File: src/rtl/arm_pkg.sv
// Shared ARM definitions: condition-field encodings, NZCV bit positions and
// data-processing opcodes used by decode, ALU and writeback.
package arm_pkg;

    typedef enum logic [3:0] {
        COND_EQ = 4'h0,
        COND_NE = 4'h1,
        COND_CS = 4'h2,
        COND_CC = 4'h3,
        COND_MI = 4'h4,
        COND_PL = 4'h5,
        COND_VS = 4'h6,
        COND_VC = 4'h7,
        COND_HI = 4'h8,
        COND_LS = 4'h9,
        COND_GE = 4'hA,
        COND_LT = 4'hB,
        COND_GT = 4'hC,
        COND_LE = 4'hD,
        COND_AL = 4'hE,
        COND_NV = 4'hF
    } cond_e;

    localparam int unsigned N_BIT = 3;
    localparam int unsigned Z_BIT = 2;
    localparam int unsigned C_BIT = 1;
    localparam int unsigned V_BIT = 0;

    typedef enum logic [3:0] {
        OP_AND = 4'h0,
        OP_EOR = 4'h1,
        OP_SUB = 4'h2,
        OP_RSB = 4'h3,
        OP_ADD = 4'h4,
        OP_ADC = 4'h5,
        OP_SBC = 4'h6,
        OP_RSC = 4'h7,
        OP_TST = 4'h8,
        OP_TEQ = 4'h9,
        OP_CMP = 4'hA,
        OP_CMN = 4'hB,
        OP_ORR = 4'hC,
        OP_MOV = 4'hD,
        OP_BIC = 4'hE,
        OP_MVN = 4'hF
    } alu_op_e;

    localparam logic [3:0] PC_REG = 4'd15;

endpackage

File: src/rtl/cond_check.sv
// Combinational ARM condition-field evaluation against an NZCV flag set.
module cond_check
    import arm_pkg::*;
(
    input  logic [3:0] cond,
    input  logic [3:0] nzcv,
    output logic       pass
);

    logic n, z, c, v;

    always_comb begin
        n = nzcv[N_BIT];
        z = nzcv[Z_BIT];
        c = nzcv[C_BIT];
        v = nzcv[V_BIT];
        pass = 1'b0;
        case (cond)
            COND_EQ: pass = z;
            COND_NE: pass = ~z;
            COND_CS: pass = c;
            COND_CC: pass = ~c;
            COND_MI: pass = n;
            COND_PL: pass = ~n;
            COND_VS: pass = v;
            COND_VC: pass = ~v;
            COND_HI: pass = c & ~z;
            COND_LS: pass = ~c | z;
            COND_GE: pass = (n == v);
            COND_LT: pass = (n != v);
            COND_GT: pass = ~z & (n == v);
            COND_LE: pass = z | (n != v);
            COND_AL: pass = 1'b1;
            default: pass = 1'b0;
        endcase
    end

endmodule

File: src/rtl/alu_writeback.sv
// Execute/writeback stage: conditional flag commit, one-entry register-file
// write buffer, carry feedback to the ALU and a saturating annul counter.
module alu_writeback
    import arm_pkg::*;
#(
    parameter int unsigned DATA_W = 32,
    parameter int unsigned REG_AW = 4
) (
    input  logic              clk,
    input  logic              reset,
    input  logic              in_valid,
    output logic              in_ready,
    input  logic [DATA_W-1:0] alu_result,
    input  logic [3:0]        alu_nzcv,
    input  logic              result_writeback,
    input  logic              nzcv_writeback,
    input  logic [REG_AW-1:0] rd,
    input  logic [3:0]        cond,
    input  logic              flush,
    output logic              rf_we,
    input  logic              rf_ready,
    output logic [REG_AW-1:0] rf_waddr,
    output logic [DATA_W-1:0] rf_wdata,
    output logic              pc_write,
    output logic [3:0]        cpsr_nzcv,
    output logic              carry_out,
    output logic [15:0]       annul_count
);

    logic [3:0]        cpsr_q, cpsr_d;
    logic              we_q, we_d;
    logic              pc_q, pc_d;
    logic [REG_AW-1:0] waddr_q, waddr_d;
    logic [DATA_W-1:0] wdata_q, wdata_d;
    logic [15:0]       annul_q, annul_d;

    logic cond_pass;
    logic accept;

    cond_check u_cond_check (
        .cond (cond),
        .nzcv (cpsr_q),
        .pass (cond_pass)
    );

    assign in_ready = ~we_q | rf_ready;
    assign accept   = in_valid & in_ready & ~flush;

    always_comb begin
        cpsr_d  = cpsr_q;
        we_d    = we_q;
        pc_d    = pc_q;
        waddr_d = waddr_q;
        wdata_d = wdata_q;
        annul_d = annul_q;

        // Drain first; a same-cycle load below overrides it for back-to-back writes.
        if (we_q && rf_ready) begin
            we_d = 1'b0;
            pc_d = 1'b0;
        end

        if (accept) begin
            if (cond_pass) begin
                if (nzcv_writeback) begin
                    cpsr_d = alu_nzcv;
                end
                if (result_writeback) begin
                    we_d    = 1'b1;
                    pc_d    = (REG_AW'(PC_REG) == rd);
                    waddr_d = rd;
                    wdata_d = alu_result;
                end
            end else if (annul_q != '1) begin
                annul_d = annul_q + 16'd1;
            end
        end
    end

    always_ff @(posedge clk) begin
        if (reset) begin
            cpsr_q  <= '0;
            we_q    <= 1'b0;
            pc_q    <= 1'b0;
            waddr_q <= '0;
            wdata_q <= '0;
            annul_q <= '0;
        end else begin
            cpsr_q  <= cpsr_d;
            we_q    <= we_d;
            pc_q    <= pc_d;
            waddr_q <= waddr_d;
            wdata_q <= wdata_d;
            annul_q <= annul_d;
        end
    end

    assign rf_we       = we_q;
    assign pc_write    = pc_q;
    assign rf_waddr    = waddr_q;
    assign rf_wdata    = wdata_q;
    assign cpsr_nzcv   = cpsr_q;
    assign carry_out   = cpsr_q[C_BIT];
    assign annul_count = annul_q;

endmodule

File: config.mk
export PLATFORM = sky130hd
export DESIGN_NAME = alu_writeback
export DESIGN_NICKNAME = d
export VERILOG_FILES = /design/src/rtl/arm_pkg.sv /design/src/rtl/cond_check.sv /design/src/rtl/alu_writeback.sv
export SDC_FILE = /design/constraint.sdc
export NUM_CORES = 1
export LEC_CHECK = 0
export ABC_CLOCK_PERIOD_IN_PS = 3300
export CAP_MARGIN = 20
export CORE_ASPECT_RATIO = 1.2
export CORE_UTILIZATION = 40
export DETAILED_ROUTE_END_ITERATION = 7
export PLACE_DENSITY = 0.83
export SYNTH_ARGS = -nofsm -noshare
export SYNTH_HDL_FRONTEND = slang
export SYNTH_SLANG_ARGS = --single-unit
File: constraint.sdc
create_clock -name clk -period 3.3 [get_ports clk]
set_clock_uncertainty 0.2 [all_clocks]
set_input_delay 0.66 -clock clk [delete_from_list [all_inputs] [get_ports clk]]
set_output_delay 0.66 -clock clk [all_outputs]
set_load 0.005 [all_outputs]
**Word level (Yosys, flattened, before mapping)**

Index checks and enable logic that the tools add are counted.

- Add/subtract/negate cells: 1
- Equal/unequal tests: 18
- Multiplexer cells: 9
- Bitwise operators: 14
- Reductions and logical operators: 5

Operator list:

| operator | number |
|---|---|
| 4-bit == test, second input constant | 7 |
| 16-bit by 1-bit adder with 16-bit output, second input constant | 1 |
| 4-bit by 3-bit == test with 1-bit output, second input constant | 4 |
| 16-bit inequality test, second input constant | 1 |
| 1-bit one-hot mux with 15 select lines | 1 |
| 3-bit AND reduction | 3 |
| 4-bit by 2-bit == test with 1-bit output, second input constant | 2 |
| 1-bit 2-to-1 mux | 8 |
| 1-bit inverter | 7 |
| 1-bit bitwise AND | 4 |
| 4-bit by 1-bit == test with 1-bit output, second input constant | 1 |
| 4-bit == test, first input constant | 1 |
| 4-bit zero test | 1 |
| 1-bit OR | 3 |
| 1-bit == test | 1 |
| 1-bit logical AND | 1 |
| 1-bit inequality test | 1 |

- Register bits after elaboration: 58
- Bits of input ports: 51
- Output and inout port bits: 60
- Logic and storage cells: 53

**Logic depth before layout (Yosys ltp)**

- Depth after elaboration: 5
- Gate-level depth with buffers: 9
- Gate-level depth less buffers: 6

**Modules after synthesis**

From an unflattened synthesis, not the netlist that was laid out.

- Cells, all modules: 319
- Area total of the unflattened synthesis: 2616.3 sq um

Modules (own cells, without submodules):

| module | times used | cells each | area an instance (sq um) | seq. area each (sq um) |
|---|---|---|---|---|
| alu_writeback | 1 | 291 | 2422.3 | 1161.1 |
| cond_check | 1 | 28 | 193.9 | 0.0 |

**Least setup slack after synthesis**

OpenSTA, ideal clock, no wires.

- Path kind: input-to-reg
- Start: input port cond[3]
- End: register waddr_q[3] (netlist: rf_waddr[3])
- Setup time: 0.132 ns
- Arrival: 2.312 ns
- Required time: 2.968 ns
- Setup slack: 0.656 ns
- Stages on the path: 9
- Buffers on the path: 3
- Cell sequence: buf_2 > and2_4 > nor4b_1 > o311ai_4 > a31o_2 > buf_2 > buf_2 > nand2_1 > a21oi_1

- Word-level cells in the longest chain between the ends: 3
- Elaborated cells on any way between the ends: 17
- Classes of those cells: eq/ne: 14; mux: 1; reduce/logical: 2

Ends and longest elaborated chain:

| element | line | RTL |
|---|---|---|
| start: declaration | alu_writeback.sv:18 | `input logic [3:0] cond,` |
| 4-bit == test, or another cell as far along | cond_check.sv:18 | `case (cond)` |
| 1-bit one-hot mux with 15 select lines (*) | cond_check.sv:18 |  |
| 3-bit AND reduction (no line) (*) | -- |  |
| end signal: assignment | alu_writeback.sv:92 | `waddr_q <= waddr_d;` |
| end: declaration | alu_writeback.sv:33 | `logic [REG_AW-1:0] waddr_q, waddr_d;` |

Mark *: on every way between the ends. The rest lies on a longest branch, timed or not.
A chain may end at the register's enable or synchronous reset.

**Worst setup path after layout**

- Start: input port cond[0]
- End: register wdata_q[6] (netlist: rf_wdata[6])

- Word-level cells in the longest chain between the ends: 3
- Elaborated cells on any way between the ends: 17
- Classes of those cells: eq/ne: 14; mux: 1; reduce/logical: 2

Ends and longest elaborated chain:

| element | line | RTL |
|---|---|---|
| 4-bit == test, or another cell as far along | cond_check.sv:18 |  |
| 1-bit one-hot mux with 15 select lines (*) | cond_check.sv:18 |  |
| 3-bit AND reduction (no line) (*) | -- |  |
| end signal: assignment | alu_writeback.sv:93 | `wdata_q <= wdata_d;` |
| end: declaration | alu_writeback.sv:34 | `logic [DATA_W-1:0] wdata_q, wdata_d;` |

Marked as above.

==> metrics.txt <==
LEAKAGE 0.00130 µW; Root Buffer clkbuf_8; CP required 3.35 ns; Rows 31; setup TNS 0 ns; die area 0.00669 mm²; worst slew pin tran between 1 and 1.5 ns; DR pass1 iterations 4; total of max-cap violations 0; adder-cell share of the synthesized area less than 1%; Ys Warns 0; Final Hold Fails 0; clk_lat worst skew 0.34 ns; Compound-Gate Fraction of Synth Area 18.3%; # diodes 0; syn_nets 360; commonest cells after routing, fill and taps aside clkdlybuf4s50_1 (109), nand2_1 (79), dfxtp_1 (58); Slew Limit Fails 0; Post-CTS Setup Inserts 0; post-route ant nets 0; Critical Path Source cond[0]; Avg Cell Area, Syn between 8 and 9 µm²; xor/xnor share of the synthesized area between 1 and 1.5%; clock slew at the register clock pins of the worst setup and hold paths 0.07 ns; Netlist cell types 44; largest net degree at the start of global routing ~60; DR vias 2582; worst hold path startpoint rf_wdata[5]; first-pass GRT wire length 10100 µm; total CTS buffers 9; DR vias/cell 5.15; WL met3 between 300 and 400 µm; share of cells above drive strength 1 6.92%; hold_buf cts 0; commonest non-fill, non-tap cell in the layout clkdlybuf4s50_1; core area 0.00609 mm²; post-DP HPWL 4560 µm; initial core utilization 41.8%; die width 74.8 µm; top_reg_cell synth dfxtp_1; Arrival @ worst endpoint 3.06 ns; chip height 89.4 µm; CTS Buffer Depth 2; H-tree lvl count 3; post-CTS sizing 0; setup violators final 0; largest family of logic cells by synthesized area simple AND/OR/NAND/NOR gates; sequential area share after synthesis 45.6%; crit share post-route between 90% and 100%; CTS tree built; DRC viols 0; Nets approximately 470; Routed WL per cell roughly 13 µm; WS Path Type input pin to register; fmax 0.332 GHz; Post-synth EDFFs 0; total routed wirelength 6490 µm; vias in the first global route 2363; GRT Total Usage 19.7%; HP Class register to register; Reg-to-Reg Start cpsr_nzcv[3]; met1 WL 2800 µm; crit path launch type input pin; RSZ-0062 raised after global routing no; FFs w/ async S/R, synth 0%; worst vdd ir 0.308 mV; I/O Buffers 110; Finished Layout Cells 501; mux cell area share after synthesis 2.36%; drt initial violations 62; Seq cells post-synth just under 60; post-synthesis simple-gate area fraction 27.5%; initial antenna violation count 0; Layout area overhead 53.9%; placed cells 485; Syn Inst Count 308; CP Capture Type register; CTS sink cnt 58; Slew headroom a little under a third; GRT Residual Overflow 0; I/O pins 111; WL met2 3220 µm; top sig layer met4; RePlAce Congestion slightly below 0.8; crit path time final 3.01 ns; PD cells 417 mW/mm²; Post-Syn Area 0.00255 mm²; status completed; crit-path max FO 38
## layer usage
layer,vias to the layer above,track usage (%)
met5,-,0
met4,0,8.75
met3,10,4.74
met2,72,33.9
met1,1194,22.9
li1,1306,-
## where the power goes
group | internal (µW) | switching (µW)
Combinational | 102 | 71.6
Sequential | 713 | 9.33
Clock | 430 | 309
Total | 1250 | 390
## stage by stage
| stage | setup slack, ns | area, µm² | hold WS, ns | utilization [%] | total power (µW) |
|---|---|---|---|---|---|
| detailed placement | -0.0869 | 3690 | 0.248 | 60.7 | 914 |
| global placement | -0.0232 | 3690 | 0.241 | 60.7 | 911 |
| CTS | 0.268 | 3920 | 0.259 | 64.4 | 1650 |
| floorplan | 0.656 | 2550 | 0.253 | - | 813 |
| finish | 0.289 | 3920 | 0.255 | 64.4 | 1630 |
| global route | 0.0954 | 3920 | 0.274 | 64.4 | 1690 |
## Yosys cell counts (all sizes together), types with 2 or more instances
master,instances,share of area [%]
a21oi,52,10
nand4,5,1.8
xor2,3,1.0
o31ai,7,2.1
or4,7,2.1
nor2,8,1.2
nand2b,3,0.74
and3,6,1.5
or3,5,1.2
o21ai,5,0.98
clkbuf,8,1.2
a31oi,6,2.3
nand3b,3,0.88
nand2,79,12
nand3,10,2.0
inv,5,0.74
dfxtp,58,46
buf,12,2.8
mux2i,6,2.4
nor3b,2,0.59
## cells by family after synthesis
family	Yosys count
AO/OA/AOI/OAI	76
XOR/XNOR	3
adder cells (fa/ha/maj)	1
buffers and inverters	25
flip-flops	58
multiplexers	6
AND/OR/NAND/NOR	139
## worst paths after layout
check	endpoint	slack [ns]	cells past startpoint
setup / recovery	rf_wdata[6]	0.29	7
hold / removal	rf_wdata[5]	0.25	2
setup reg to reg	rf_wdata[6]	0.74	6
hold reg to reg	rf_wdata[5]	0.25	2
## worst max-delay path, cell delays in order
cell and delay, ns:
clkdlybuf4s50_1 0.65, xor2_1 0.23, nand3_1 0.11, a21oi_2 0.36
a31o_2 0.73, nand2_1 0.14, a21oi_1 0.18
## cell type report
cell class	count	area (µm²)
fill	533	2170
multi-input combinational	225	1260
sequential	58	1160
timing repair buffer	115	1150
clock buffer	9	124
tap	82	103
clock inverter	7	101
inverter	5	18.8
## sequential cells by signal (all words and copies together), names as in the netlist
register,count
pc_write,1
rf_waddr,4
cpsr_nzcv,4
rf_we,1
annul_count,16
rf_wdata,32
Note: power is estimated with default switching activity, not from simulation.
